[src/rtl/id_stage.sv]
// Decode stage: IF/ID register, 32x32 register file with write-through,
// MEM-stage operand forwarding, load/branch hazard detection and
// ID-stage resolution of beq/jal/jr (one delay slot, no flush).
module id_stage #(
   parameter logic [31:0] RESET_PC = 32'h0000_3000
) (
   input  logic        clk,
   input  logic        reset,
   input  logic [31:0] if_ins,
   input  logic [31:0] if_pc,
   input  logic        ex_wr_en,
   input  logic [4:0]  ex_wr_addr,
   input  logic        ex_is_load,
   input  logic        mem_wr_en,
   input  logic [4:0]  mem_wr_addr,
   input  logic [31:0] mem_wr_data,
   input  logic        mem_is_load,
   input  logic        w_en,
   input  logic [4:0]  w_addr,
   input  logic [31:0] w_data,
   output logic        ifu_we,
   output logic        br,
   output logic        zero,
   output logic        jal,
   output logic        jr,
   output logic [31:0] ra,
   output logic [15:0] imm16,
   output logic [25:0] addr26,
   output logic        id_valid,
   output logic [31:0] id_ins,
   output logic [31:0] id_pc,
   output logic [31:0] id_pc8,
   output logic [31:0] rs_data,
   output logic [31:0] rt_data,
   output logic [31:0] ext_imm
);

   localparam logic [5:0] OP_RTYPE = 6'b000000;
   localparam logic [5:0] OP_JAL   = 6'b000011;
   localparam logic [5:0] OP_BEQ   = 6'b000100;
   localparam logic [5:0] OP_BNE   = 6'b000101;
   localparam logic [5:0] OP_ADDIU = 6'b001001;
   localparam logic [5:0] OP_SLTI  = 6'b001010;
   localparam logic [5:0] OP_ANDI  = 6'b001100;
   localparam logic [5:0] OP_ORI   = 6'b001101;
   localparam logic [5:0] OP_LUI   = 6'b001111;
   localparam logic [5:0] OP_LW    = 6'b100011;
   localparam logic [5:0] OP_SW    = 6'b101011;
   localparam logic [5:0] FN_JR    = 6'b001000;

   logic [31:0] ins_q, ins_d;
   logic [31:0] pc_q, pc_d;
   logic [31:0] regs_q [32];

   logic [5:0]  op;
   logic [5:0]  funct;
   logic [4:0]  rs;
   logic [4:0]  rt;
   logic        is_beq;
   logic        is_jal;
   logic        is_jr;
   logic        reads_rs;
   logic        reads_rt;
   logic        stall;

   assign op    = ins_q[31:26];
   assign funct = ins_q[5:0];
   assign rs    = ins_q[25:21];
   assign rt    = ins_q[20:16];

   // Register read: $0 is hardwired, MEM-stage ALU result has priority,
   // then a same-cycle writeback, then the stored value.
   function automatic logic [31:0] read_reg(input logic [4:0] r);
      logic [31:0] v;
      if (r == 5'd0)
         v = '0;
      else if (mem_wr_en && (mem_wr_addr == r) && !mem_is_load)
         v = mem_wr_data;
      else if (w_en && (w_addr == r))
         v = w_data;
      else
         v = regs_q[r];
      return v;
   endfunction

   // A source register is not yet available: a load in EX always blocks,
   // and beq/jr compare in ID so they also wait on an ALU result in EX
   // and on a load in MEM.
   function automatic logic hazard(input logic [4:0] r, input logic used,
                                   input logic resolves_in_id);
      logic h;
      h = 1'b0;
      if (used && (r != 5'd0)) begin
         if (ex_wr_en && (ex_wr_addr == r) && ex_is_load)
            h = 1'b1;
         if (resolves_in_id && ex_wr_en && (ex_wr_addr == r))
            h = 1'b1;
         if (resolves_in_id && mem_wr_en && (mem_wr_addr == r) && mem_is_load)
            h = 1'b1;
      end
      return h;
   endfunction

   // Instruction class decode and which GPR fields are actually read.
   always_comb begin
      is_beq   = (op == OP_BEQ);
      is_jal   = (op == OP_JAL);
      is_jr    = (op == OP_RTYPE) && (funct == FN_JR);
      reads_rs = 1'b0;
      reads_rt = 1'b0;
      case (op)
         OP_RTYPE: begin
            reads_rs = 1'b1;
            reads_rt = (funct != FN_JR);
         end
         OP_BEQ, OP_BNE, OP_SW: begin
            reads_rs = 1'b1;
            reads_rt = 1'b1;
         end
         OP_ADDIU, OP_SLTI, OP_ANDI, OP_ORI, OP_LW: begin
            reads_rs = 1'b1;
         end
         default: begin
            reads_rs = 1'b0;
            reads_rt = 1'b0;
         end
      endcase
   end

   // Stall and the control/operand outputs presented to fetch and EX.
   always_comb begin
      stall    = hazard(rs, reads_rs, is_beq | is_jr)
               | hazard(rt, reads_rt, is_beq | is_jr);
      ifu_we   = ~stall;
      id_valid = ~stall;
      br       = is_beq & ~stall;
      jal      = is_jal & ~stall;
      jr       = is_jr  & ~stall;
      rs_data  = read_reg(rs);
      rt_data  = read_reg(rt);
      zero     = (rs_data == rt_data);
      ra       = rs_data;
      imm16    = ins_q[15:0];
      addr26   = ins_q[25:0];
      id_ins   = ins_q;
      id_pc    = pc_q;
      id_pc8   = pc_q + 32'd8;
      if ((op == OP_ORI) || (op == OP_ANDI) || (op == OP_LUI))
         ext_imm = {16'h0000, ins_q[15:0]};
      else
         ext_imm = {{16{ins_q[15]}}, ins_q[15:0]};
   end

   // IF/ID next state: load from fetch unless stalled.
   always_comb begin
      ins_d = ins_q;
      pc_d  = pc_q;
      if (ifu_we) begin
         ins_d = if_ins;
         pc_d  = if_pc;
      end
   end

   // IF/ID register; reset installs a nop at the reset PC.
   always_ff @(posedge clk) begin
      if (reset) begin
         ins_q <= '0;
         pc_q  <= RESET_PC;
      end else begin
         ins_q <= ins_d;
         pc_q  <= pc_d;
      end
   end

   // Register file write port; writes to $0 are discarded.
   always_ff @(posedge clk) begin
      if (reset) begin
         for (int unsigned i = 0; i < 32; i++)
            regs_q[i] <= '0;
      end else if (w_en && (w_addr != 5'd0)) begin
         regs_q[w_addr] <= w_data;
      end
   end

endmodule

[config.mk]
export PLATFORM = sky130hd
export DESIGN_NAME = id_stage
export DESIGN_NICKNAME = d
export VERILOG_FILES = /design/src/rtl/id_stage.sv
export SDC_FILE = /design/constraint.sdc
export NUM_CORES = 2
export LEC_CHECK = 0
export CORE_ASPECT_RATIO = 1.4
export CORE_MARGIN = 5
export CORE_UTILIZATION = 30
export DETAILED_ROUTE_END_ITERATION = 8
export PLACE_DENSITY = 0.45
export REMOVE_ABC_BUFFERS = 1
export SYNTH_ARGS = -nofsm -noshare
export SYNTH_HDL_FRONTEND = slang
export SYNTH_SLANG_ARGS = --single-unit
[constraint.sdc]
create_clock -name clk -period 13.1 [get_ports clk]
set_input_delay 3.275 -clock clk [delete_from_list [all_inputs] [get_ports clk]]
set_output_delay 3.275 -clock clk [all_outputs]
set_load 0.005 [all_outputs]
==> summary.txt <==
Pwr
  • Psw: ~0.0026 W
  • Worst vdd ir: between 0.0001 and 0.00015 V
  • Sw Ratio: 28.43%
  • Clock power frac: a little over a third
  • Lkg Pwr: about 24 nW
  • Gate power share: between 10% and 20%
  • Pint: approximately 0.0064 W
  • Seq pwr share: 46.4%
  • Power Density: 126.0 nW/um^2
  • Power, Total: between 0.008 and 0.009 W

Clock tree
  • CTS tree: built
  • Worst-Skew Late Latency: roughly 0.74 ns
  • Maximum buffer depth of the clock tree: 3
  • Hold-fix buffers, CTS: 0
  • CTS HTree Levels: 3
  • Total CTS buffers: 116
  • Post-CTS setup buffer count: 0
  • PostCTS Resize Cnt: 0
  • Clock transition at path regs: 0.06 ns
  • Clk root buf: clkbuf_16
  • Clock sinks: approximately 1100

Drt
  • Final WL: roughly 290000 um
  • Routed length per instance: 38.63 um
  • Pre-Repair DR Iteration Count: 7
  • Vias/cell: between 5 and 6
  • DRT antenna net count: 0
  • Via count: about 42000
  • # DRC: 0
  • Iteration-0 DRC Markers: between 4000 and 5000

Synth
  • Area leader, netlist: edfxtp_1
  • Synth warn: 0
  • Post-synth top area share: 50.25%
  • Yosys reg bits: approximately 1100
  • Seq/Total Area, Yosys: between 50% and 60%
  • Cell variety after synth: 91
  • Avg Synthesized Cell Area: between 10 and 15 um^2
  • Area contributors post-synth: edfxtp_1, mux4_2, and2_1, mux2i_1, dfxtp_1
  • Asr flop ratio synth: 0%
  • EDFF count, synth: around 1000
  • Cell area after synthesis: 61200 um^2
  • Post-Syn Instances: roughly 4500
  • Ys flop type: edfxtp_1

Timing
  • Final setup vio count: 0
  • Hold Fails Final Rpt: 0
  • Setup TNS: 0 ns
  • Slew HR: around 17%
  • Final Cycle Share: between 80% and 90%
  • Actual slew at the worst max-slew pin: about 1.2 ns
  • Final min period: roughly 12 ns
  • Fmax: about 85 MHz
  • Layout Skew: approximately 0.036 ns
  • RSZ-0062 raised after global routing: no
  • Max Slew Vio Count: 0

Cells and area
  • Proportion of layout cells with a drive suffix above 1: between 15 and 20%
  • Area growth, synth to finish: 16.36%
  • Highest-count cells in the layout ignoring fill and taps: edfxtp_1, and2_1, clkdlybuf4s50_1
  • Non-Filler Instances: roughly 7500
  • Nets@finish: 4872
  • Commonest non-fill, non-tap cell in the layout: edfxtp_1

Global routing
  • Total global-route track usage: around a quarter
  • Vias in the first global route: around 43000
  • First-pass GRT wire length: 385900 um
  • Overflow after GRT: 0
  • Pin count of the biggest net entering global routing: slightly above 100
  • Initial antenna violation count: 38

Setup path
  • RR Startpoint: id_ins[0]$_SDFFE_PP0P_
  • Critical Path Source: w_addr[3]
  • Critical path data required time: roughly 10 ns
  • Arrival @ worst endpoint: between 8 and 9 ns
  • Slowest cell delay on critical path: about 1.1 ns
  • Worst Setup Start Kind: input port
  • Last element of the critical path: zero
  • Crit Path Class: in2out
  • Crit-path max FO: 20
  • End of the worst register-to-register path: id_ins[8]$_SDFFE_PP0P_
  • Setup crit end kind: primary output
  • CP Cell Sequence: clkdlybuf4s50_1 > xnor2_1 > nand4_1 > o21bai_2 > a2111o_1 > a22oi_2 > xor2_1 > a2111o_1 > or4b_1 > nor4_2 > clkdlybuf4s50_1
  • R2r worst-path depth: 10
  • Worst-path cell with the longest stage delay: o21bai_2
  • R2R Setup Slk: ~8.4 ns

Floorplanning
  • Vert. Die Dim: 544.4 um
  • Die X: 391.7 um
  • Starting density of the core: between 30% and 40%
  • I/O Pins: 422
  • Core area: slightly above 200000 um^2
  • Full die area: roughly 210000 um^2
  • # rows: 196

Placement
  • Post-detail-place hpwl: between 150000 and 200000 um
  • Placer's final routability congestion estimate: about 0.93
  • Post-Place Cells: 7276
  • Port Buffer Count: roughly 420

Flow run
  • Max cap viols: 0

Worst hold path
  • Hold Path Stages: 2
  • Hold Crit Class: reg2reg

Run status
  • Outcome: finished clean
## metal layers
metal	vias up	wire [um]	GRT usage, %
met5	-	39	0
met4	6	18610	14.28
met3	498	22150	5.895
met2	2127	141300	45.23
met1	22212	107600	31.10
li1	17372	-	-
## through the flow
step / worst slack (ns) / cell area [um^2] / util, % / hold slack, ns
floorplan: -2.460 / 58240 / - / 0.5311
global placement: 1.617 / 67580 / 33.24 / 0.5239
detailed placement: 1.566 / 67590 / 33.25 / 0.5357
CTS: 1.556 / 71170 / 35.01 / 0.5573
global route: 1.367 / 71180 / 35.01 / 0.5732
finish: 1.392 / 71210 / 35.03 / 0.5545
## kinds of logic (layout without fill, tap and decap cells)
group,count (synthesis),after routing,synth area share (%)
buffers and inverters,555,804,5.081
xor gates and xnor gates,87,87,1.245
and+or+nand+nor,1573,1573,15.12
DFF,1098,1098,52.67
other,1,47,0.006128
AOI/OAI and AO/OA,459,459,5.244
muxes,759,759,20.61
adders and majority gates,1,1,0.02044
## synth_stat cells (27+ instances only)
master       n
or2_2       37
xor2_1      34
edfxtp_1  1024
or4_1       27
nand2_1     97
and2_1    1002
xnor2_1     53
clkbuf_1   268
nor2_1     159
mux4_2     386
buf_6       36
buf_4      157
nand4_1     27
nor3_1      43
nand3_1     52
a22oi_1    116
mux2i_1    342
dfxtp_1     74
a21oi_1    102
buf_2       63
o22ai_1     72
## worst min path at each step
stage                             endpoint              startpoint  slack (ns)
detailed placement   id_pc[2]$_SDFFE_PP0P_   id_pc[2]$_SDFFE_PP0P_        0.54
global placement     id_pc[0]$_SDFFE_PP0P_   id_pc[0]$_SDFFE_PP0P_        0.52
CTS                  id_pc[0]$_SDFFE_PP0P_   id_pc[0]$_SDFFE_PP0P_        0.56
floorplan           id_pc[31]$_SDFFE_PP0P_  id_pc[31]$_SDFFE_PP0P_        0.53
finish               id_pc[2]$_SDFFE_PP0P_   id_pc[2]$_SDFFE_PP0P_        0.55
global route         id_pc[0]$_SDFFE_PP0P_   id_pc[0]$_SDFFE_PP0P_        0.57
## critical path: cells and delay by family
kind | cells | cell delay (ns)
AO/OA/AOI/OAI | 4 | 1.86
AND/OR/NAND/NOR | 3 | 1.58
buffers and inverters | 2 | 1.27
XOR/XNOR | 2 | 0.43
## sequential cells by signal, indices dropped and copies added, names as in the netlist, named ones only
name	count
regs_q	1024
id_ins	32
id_pc	32
## power by group through the flow
stage                     Clock [W]  Combinational [W]  Sequential [W]
final                       0.00327            0.00154         0.00416
after global routing        0.00344            0.00158         0.00418
after CTS                   0.00332            0.00153         0.00416
after global placement            0            0.00153         0.00423
after detailed placement          0            0.00152         0.00424
after floorplan                   0           0.000714         0.00423
## area by class of cell
cell class,count,area [um^2]
Antenna cell,15,37.54
Clock buffer,139,3053
Clock inverter,71,529.3
Fill cell,19634,132100
Inverter,9,33.78
Multi-Input combinational cell,2911,26360
Sequential cell,1098,32260
Tap cell,2673,3344
Timing Repair Buffer,585,5584
Power figures use the tool's default switching activity.
